===== src/rtl/store_commit_buffer.sv =====
// In-order buffer of retired stores that drains to data memory over valid/ready and answers load forwarding/stall lookups.
// Store pushed on edge N requests memory in cycle N+1; pop when mem_req&&mem_ready; sb_full holds off further store retirement.
module store_commit_buffer #(
  parameter int DEPTH = 8,
  parameter int PTR_W = 3
) (
  input  logic        clk,
  input  logic        rst,
  input  logic        commit_valid,
  input  logic [31:0] commit_addr,
  input  logic [31:0] commit_data,
  input  logic [2:0]  commit_funct3,
  output logic        sb_full,
  output logic        sb_empty,
  output logic        mem_req,
  output logic [31:0] mem_addr,
  output logic [31:0] mem_wdata,
  output logic [3:0]  mem_wstrb,
  input  logic        mem_ready,
  input  logic        ld_valid,
  input  logic [31:0] ld_addr,
  output logic        ld_stall,
  output logic        ld_fwd_valid,
  output logic [31:0] ld_fwd_data,
  output logic        err_misaligned,
  output logic        err_overflow
);

  localparam logic [PTR_W:0] FULL_CNT = (PTR_W+1)'(DEPTH);

  logic [DEPTH-1:0] r_vld;
  logic [29:0]      r_addr  [DEPTH];
  logic [31:0]      r_wdata [DEPTH];
  logic [3:0]       r_wstrb [DEPTH];
  logic [PTR_W-1:0] r_head;
  logic [PTR_W-1:0] r_tail;
  logic [PTR_W:0]   r_count;
  logic             r_err_mis;
  logic             r_err_ovf;

  logic        w_legal;
  logic [3:0]  w_wstrb;
  logic [31:0] w_wdata;
  logic        w_pop;
  logic        w_push;
  logic        w_full;
  logic        w_hit;
  logic        w_hit_full;
  logic [31:0] w_hit_data;
  logic [PTR_W-1:0] w_idx;
  logic        w_ld_unused;

  assign w_ld_unused = &{1'b0, ld_addr[1:0]};

  // Lane placement and legality of the retiring store
  always_comb begin
    w_legal = 1'b0;
    w_wstrb = 4'b0000;
    w_wdata = commit_data;
    case (commit_funct3)
      3'b000: begin
        w_legal = 1'b1;
        w_wstrb = 4'b0001 << commit_addr[1:0];
        w_wdata = {4{commit_data[7:0]}};
      end
      3'b001: begin
        w_legal = ~commit_addr[0];
        w_wstrb = 4'b0011 << {commit_addr[1], 1'b0};
        w_wdata = {2{commit_data[15:0]}};
      end
      3'b010: begin
        w_legal = (commit_addr[1:0] == 2'b00);
        w_wstrb = 4'b1111;
        w_wdata = commit_data;
      end
      default: begin
        w_legal = 1'b0;
      end
    endcase
  end

  assign w_full   = (r_count == FULL_CNT);
  assign mem_req  = r_vld[r_head];
  assign w_pop    = mem_req && mem_ready;
  // A full buffer still accepts a store when the head leaves on the same edge
  assign w_push   = commit_valid && w_legal && (!w_full || w_pop);

  assign sb_full   = w_full;
  assign sb_empty  = (r_count == '0);
  assign mem_addr  = {r_addr[r_head], 2'b00};
  assign mem_wdata = r_wdata[r_head];
  assign mem_wstrb = r_wstrb[r_head];
  assign err_misaligned = r_err_mis;
  assign err_overflow   = r_err_ovf;

  always_ff @(posedge clk) begin
    if (rst) begin
      r_vld     <= '0;
      r_head    <= '0;
      r_tail    <= '0;
      r_count   <= '0;
      r_err_mis <= 1'b0;
      r_err_ovf <= 1'b0;
    end else begin
      r_err_mis <= commit_valid && !w_legal;
      if (commit_valid && w_full && !w_pop) begin
        r_err_ovf <= 1'b1;
      end
      if (w_pop) begin
        r_vld[r_head] <= 1'b0;
        r_head        <= r_head + 1'b1;
      end
      if (w_push) begin
        r_vld[r_tail] <= 1'b1;
        r_tail        <= r_tail + 1'b1;
      end
      case ({w_push, w_pop})
        2'b10:   r_count <= r_count + 1'b1;
        2'b01:   r_count <= r_count - 1'b1;
        default: r_count <= r_count;
      endcase
    end
  end

  always_ff @(posedge clk) begin
    if (w_push) begin
      r_addr[r_tail]  <= commit_addr[31:2];
      r_wdata[r_tail] <= w_wdata;
      r_wstrb[r_tail] <= w_wstrb;
    end
  end

  // Walk oldest to youngest so the last match seen is the youngest store
  always_comb begin
    w_hit      = 1'b0;
    w_hit_full = 1'b0;
    w_hit_data = '0;
    w_idx      = r_head;
    for (int i = 0; i < DEPTH; i++) begin
      w_idx = r_head + PTR_W'(i);
      if (r_vld[w_idx] && (r_addr[w_idx] == ld_addr[31:2])) begin
        w_hit      = 1'b1;
        w_hit_full = (r_wstrb[w_idx] == 4'b1111);
        w_hit_data = r_wdata[w_idx];
      end
    end
  end

  assign ld_fwd_valid = ld_valid && w_hit && w_hit_full;
  assign ld_stall     = ld_valid && w_hit && !w_hit_full;
  assign ld_fwd_data  = ld_fwd_valid ? w_hit_data : 32'h0;

endmodule


===== config.mk =====
export PLATFORM = sky130hd
export DESIGN_NAME = store_commit_buffer
export DESIGN_NICKNAME = d
export VERILOG_FILES = /design/src/rtl/store_commit_buffer.sv
export SDC_FILE = /design/constraint.sdc
export NUM_CORES = 2
export LEC_CHECK = 0
export CORE_MARGIN = 2
export CORE_UTILIZATION = 55
export DETAILED_ROUTE_END_ITERATION = 16
export DONT_BUFFER_PORTS = 1
export PLACE_DENSITY = 0.75
export SLEW_MARGIN = 15
export SYNTH_ARGS = -nofsm -noshare
export SYNTH_HDL_FRONTEND = slang
export SYNTH_SLANG_ARGS = --single-unit

===== constraint.sdc =====
create_clock -name clk -period 13.6 [get_ports clk]
set_input_delay 2.04 -clock clk [delete_from_list [all_inputs] [get_ports clk]]
set_output_delay 2.04 -clock clk [all_outputs]
set_load 0.02 [all_outputs]

==> impl_results.md <==
- RSZ-0062 raised after global routing: false
- Clock sinks: 551
- Largest family of logic cells by synthesized area: multiplexers
- Crit-path slowest cell: a221oi_1
- CTS tree: built
- Fin crit period: ~11 ns
- PortBufs: 0
- Placer Congestion: 1.06
- Final Hold Fails: 0
- Final worst setup slack: 2.87 ns
- Distinct cell type count after synthesis: 91
- Power per standard cell area: 84.4 nW/um^2
- Synth warn: 0
- Final Max Tran Viols: 0
- Die width: 296 um
- Via density: 7.85
- Mapped Area: 47,000 um^2
- First-pass GRT wire length: 229,000 um
- Starting Density: 55.3%
- Setup TNS: 0 ns
- Row cnt: 107
- Clock Skews: 0.0520 ns
- Peak VDD IR: approximately 0.00013 V
- Core Region: between 80,000 and 90,000 um^2
- Max Cap Viol: 0
- Worst hold path type: flip-flop to flip-flop
- Largest net degree at the start of global routing: 148
- Post-DP HPWL: 102,000 um
- Cts hold-fix bufs: 0
- Mux contribution to synthesized area: 41.6%
- Top-level port count: approximately 210
- DRT Pass-1 Iters: 6
- Share of cells above drive strength 1: 28.8%
- Leakage: 0.0149 uW
- Maximum clock path buffer count: 3
- Final period util: 78.9%
- Detailed Route WL: 158,000 um
- Fin Hold WS: between 0.5 and 0.6 ns
- DRT iter0 DRCs: 5,158
- Worst Path Max Fanout: 92
- Synth Area in Compound Gates: 8.17%
- DR WL/cell: around 35 um
- CP cell instances: inv_1 > ha_4 > buf_12 > mux4_2 > xnor2_1 > nand4_1 > o41ai_1 > nand4_1 > nor4_2 > a21boi_4 > buf_4 > a22o_1 > mux2i_4 > buf_4 > a221oi_1
- Die Ht: 296 um
- Drc violations: 0
- Cells after Synth: about 3,500
- #FFs+latches synth: approximately 550
- Post-synth top flop: edfxtp_1
- Worst EP arrival: 8.69 ns
- Final setup violation count: 0
- Clk slew on worst S/H paths: 0.06 ns
- Worst setup SP type: flip-flop
- Number of enable flip-flop cells after synthesis: 528
- Die area: 87,700 um^2
- H-tree depth: 2
- Clk Latency, worst-skew pair: just over 0.7 ns
- Rel. slew slack: a little over a fifth
- Worst-Margin Slew: 1.19 ns
- Initial antenna violation count: 4
- Post-CTS Setup Bufs: 0
- Commonest non-fill, non-tap cells in the layout: mux4_2, edfxtp_1, mux2i_1
- Seq/Total Area, Yosys: about a third
- Root buf cell: clkbuf_16
- Critical path endpoint category: output pin
- Grt ovf: 0
- Total vias in the final route: 35,300
- Post_cts resized: 0
- Most common cell after layout, fill and taps aside: mux4_2
- Fraction of registers with async set/reset: 0%
- Max incr delay on CP: 1.04 ns
- Critical path required time: roughly 12 ns
- Nets@finish: approximately 3,400
- Vias in the first global route: 33,400
- Dpl ws: 3.94 ns
- Syn Area/Cell: 13.4 um^2
- Area Overhead vs Synth: 5.29%
- FF-to-FF setup slack: 7.65 ns
- Simple-gate share of the synthesized area: 7.25%
- Final ANT Viol Nets: 0
- TritonCTS buffer count: 61
- GRT Total Usage: 35.8%
- Crit path kind: flip-flop to output pin
- Post-synthesis xor/xnor area fraction: 3.52%
- Post-synthesis adder-cell area fraction: less than 1%
- FMAX: between 90 and 100 MHz
- Status: complete, no violations
-- path summary, 6_finish.rpt --
kind	depth (start not counted)	startpoint	endpoint
min	2	r_tail[0]$_SDFFE_PP0P_	r_tail[0]$_SDFFE_PP0P_
min reg2reg	2	r_tail[0]$_SDFFE_PP0P_	r_tail[0]$_SDFFE_PP0P_
max	15	r_head[1]$_SDFFE_PP0P_	ld_fwd_data[31]
max reg2reg	10	r_head[0]$_SDFFE_PP0P_	r_wdata[7][4]$_DFFE_PP_
-- cell type report --
cell class	instances	area (um^2)
Fill cell	6590	35400
Multi-Input combinational cell	2579	28800
Sequential cell	551	16300
Clock buffer	70	1570
Tap cell	1144	1430
Clock inverter	46	616
Timing Repair Buffer	61	546
Inverter	47	181
Antenna cell	1	2.50
-- through the flow --
step           utilization (%)  total power, uW  area, um^2  cells
3_5_place_dp              55.7             2400       47300   4382
5_1_grt                   58.3             4260       49400   4498
3_3_place_gp              55.7             2400       47300   4382
4_1_cts                   58.3             4170       49400   4498
6_report                  58.3             4170       49400   4499
2_1_floorplan                -             2300       47000   3515
-- layer usage --
metal	routed length [um]	global-route usage, %	vias up
met3	22700	11.3	594
met5	24	0	-
met1	54500	47.4	17800
met2	71100	53.5	2891
met4	9340	17.9	4
li1	-	-	14000
-- cell usage after synthesis, types with 8 or more instances --
cell / number / area [um^2]
a221oi_2: 28 / 420
o22ai_1: 32 / 200
nand2b_1: 31 / 194
xor2_1: 26 / 228
dfxtp_1: 23 / 460
o2111ai_1: 9 / 78.8
nor2b_1: 10 / 62.6
clkinv_1: 9 / 33.8
ha_1: 9 / 113
edfxtp_1: 528 / 15900
nor3b_1: 35 / 263
a221o_1: 64 / 641
and3_1: 10 / 62.6
inv_1: 36 / 135
o31ai_1: 35 / 263
nand3_1: 30 / 150
xnor2_1: 163 / 1430
nand4_1: 41 / 257
nor3_1: 23 / 115
a21boi_0: 18 / 135
mux2i_1: 420 / 4200
nor4_1: 23 / 144
buf_6: 25 / 282
a221oi_1: 17 / 149
o21ai_0: 40 / 200
nor2_1: 107 / 402
nand2_1: 374 / 1400
a21oi_1: 125 / 626
o211ai_1: 10 / 75.1
a31oi_1: 8 / 50.1
mux2_2: 89 / 1000
clkbuf_1: 117 / 439
buf_4: 60 / 450
mux4_2: 635 / 14300
buf_2: 101 / 505
a21boi_1: 14 / 105
or3_1: 16 / 100
a22o_1: 15 / 131
a22oi_1: 25 / 188
buf_1: 27 / 101
-- cell families (layout without fill, tap and decap cells) --
group	count (synthesis)	count (layout)
adders and majority gates	10	10
buffers and inverters	385	224
AOI/OAI and AO/OA	504	504
muxes	1145	1145
other	1	3
xor gates and xnor gates	189	189
DFF	551	551
and+or+nand+nor	729	729
-- critical path: cells and delay by family, from the launching register on --
kind            cells  cell delay, ns
simple gates        3            1.52
fa+ha+maj           1            0.80
compound gates      4            2.10
xor+xnor            1            0.22
mux                 2            0.67
flops               1            0.68
buf+inv             4            1.83
-- sequential cells by signal (all words and copies together), names as in the netlist, named ones only --
| name | cells |
|---|---|
| r_head | 3 |
| r_wdata | 256 |
| r_addr | 240 |
| err_overflow | 1 |
| err_misaligned | 1 |
| r_wstrb | 32 |
| r_tail | 3 |
| r_vld | 8 |
| r_count | 4 |
-- report_power, final --
part	internal, uW	total [uW]	switching [uW]
clock network	1050	1790	745
logic	201	491	290
registers	1870	1890	14.1
Power figures use the tool's default switching activity.
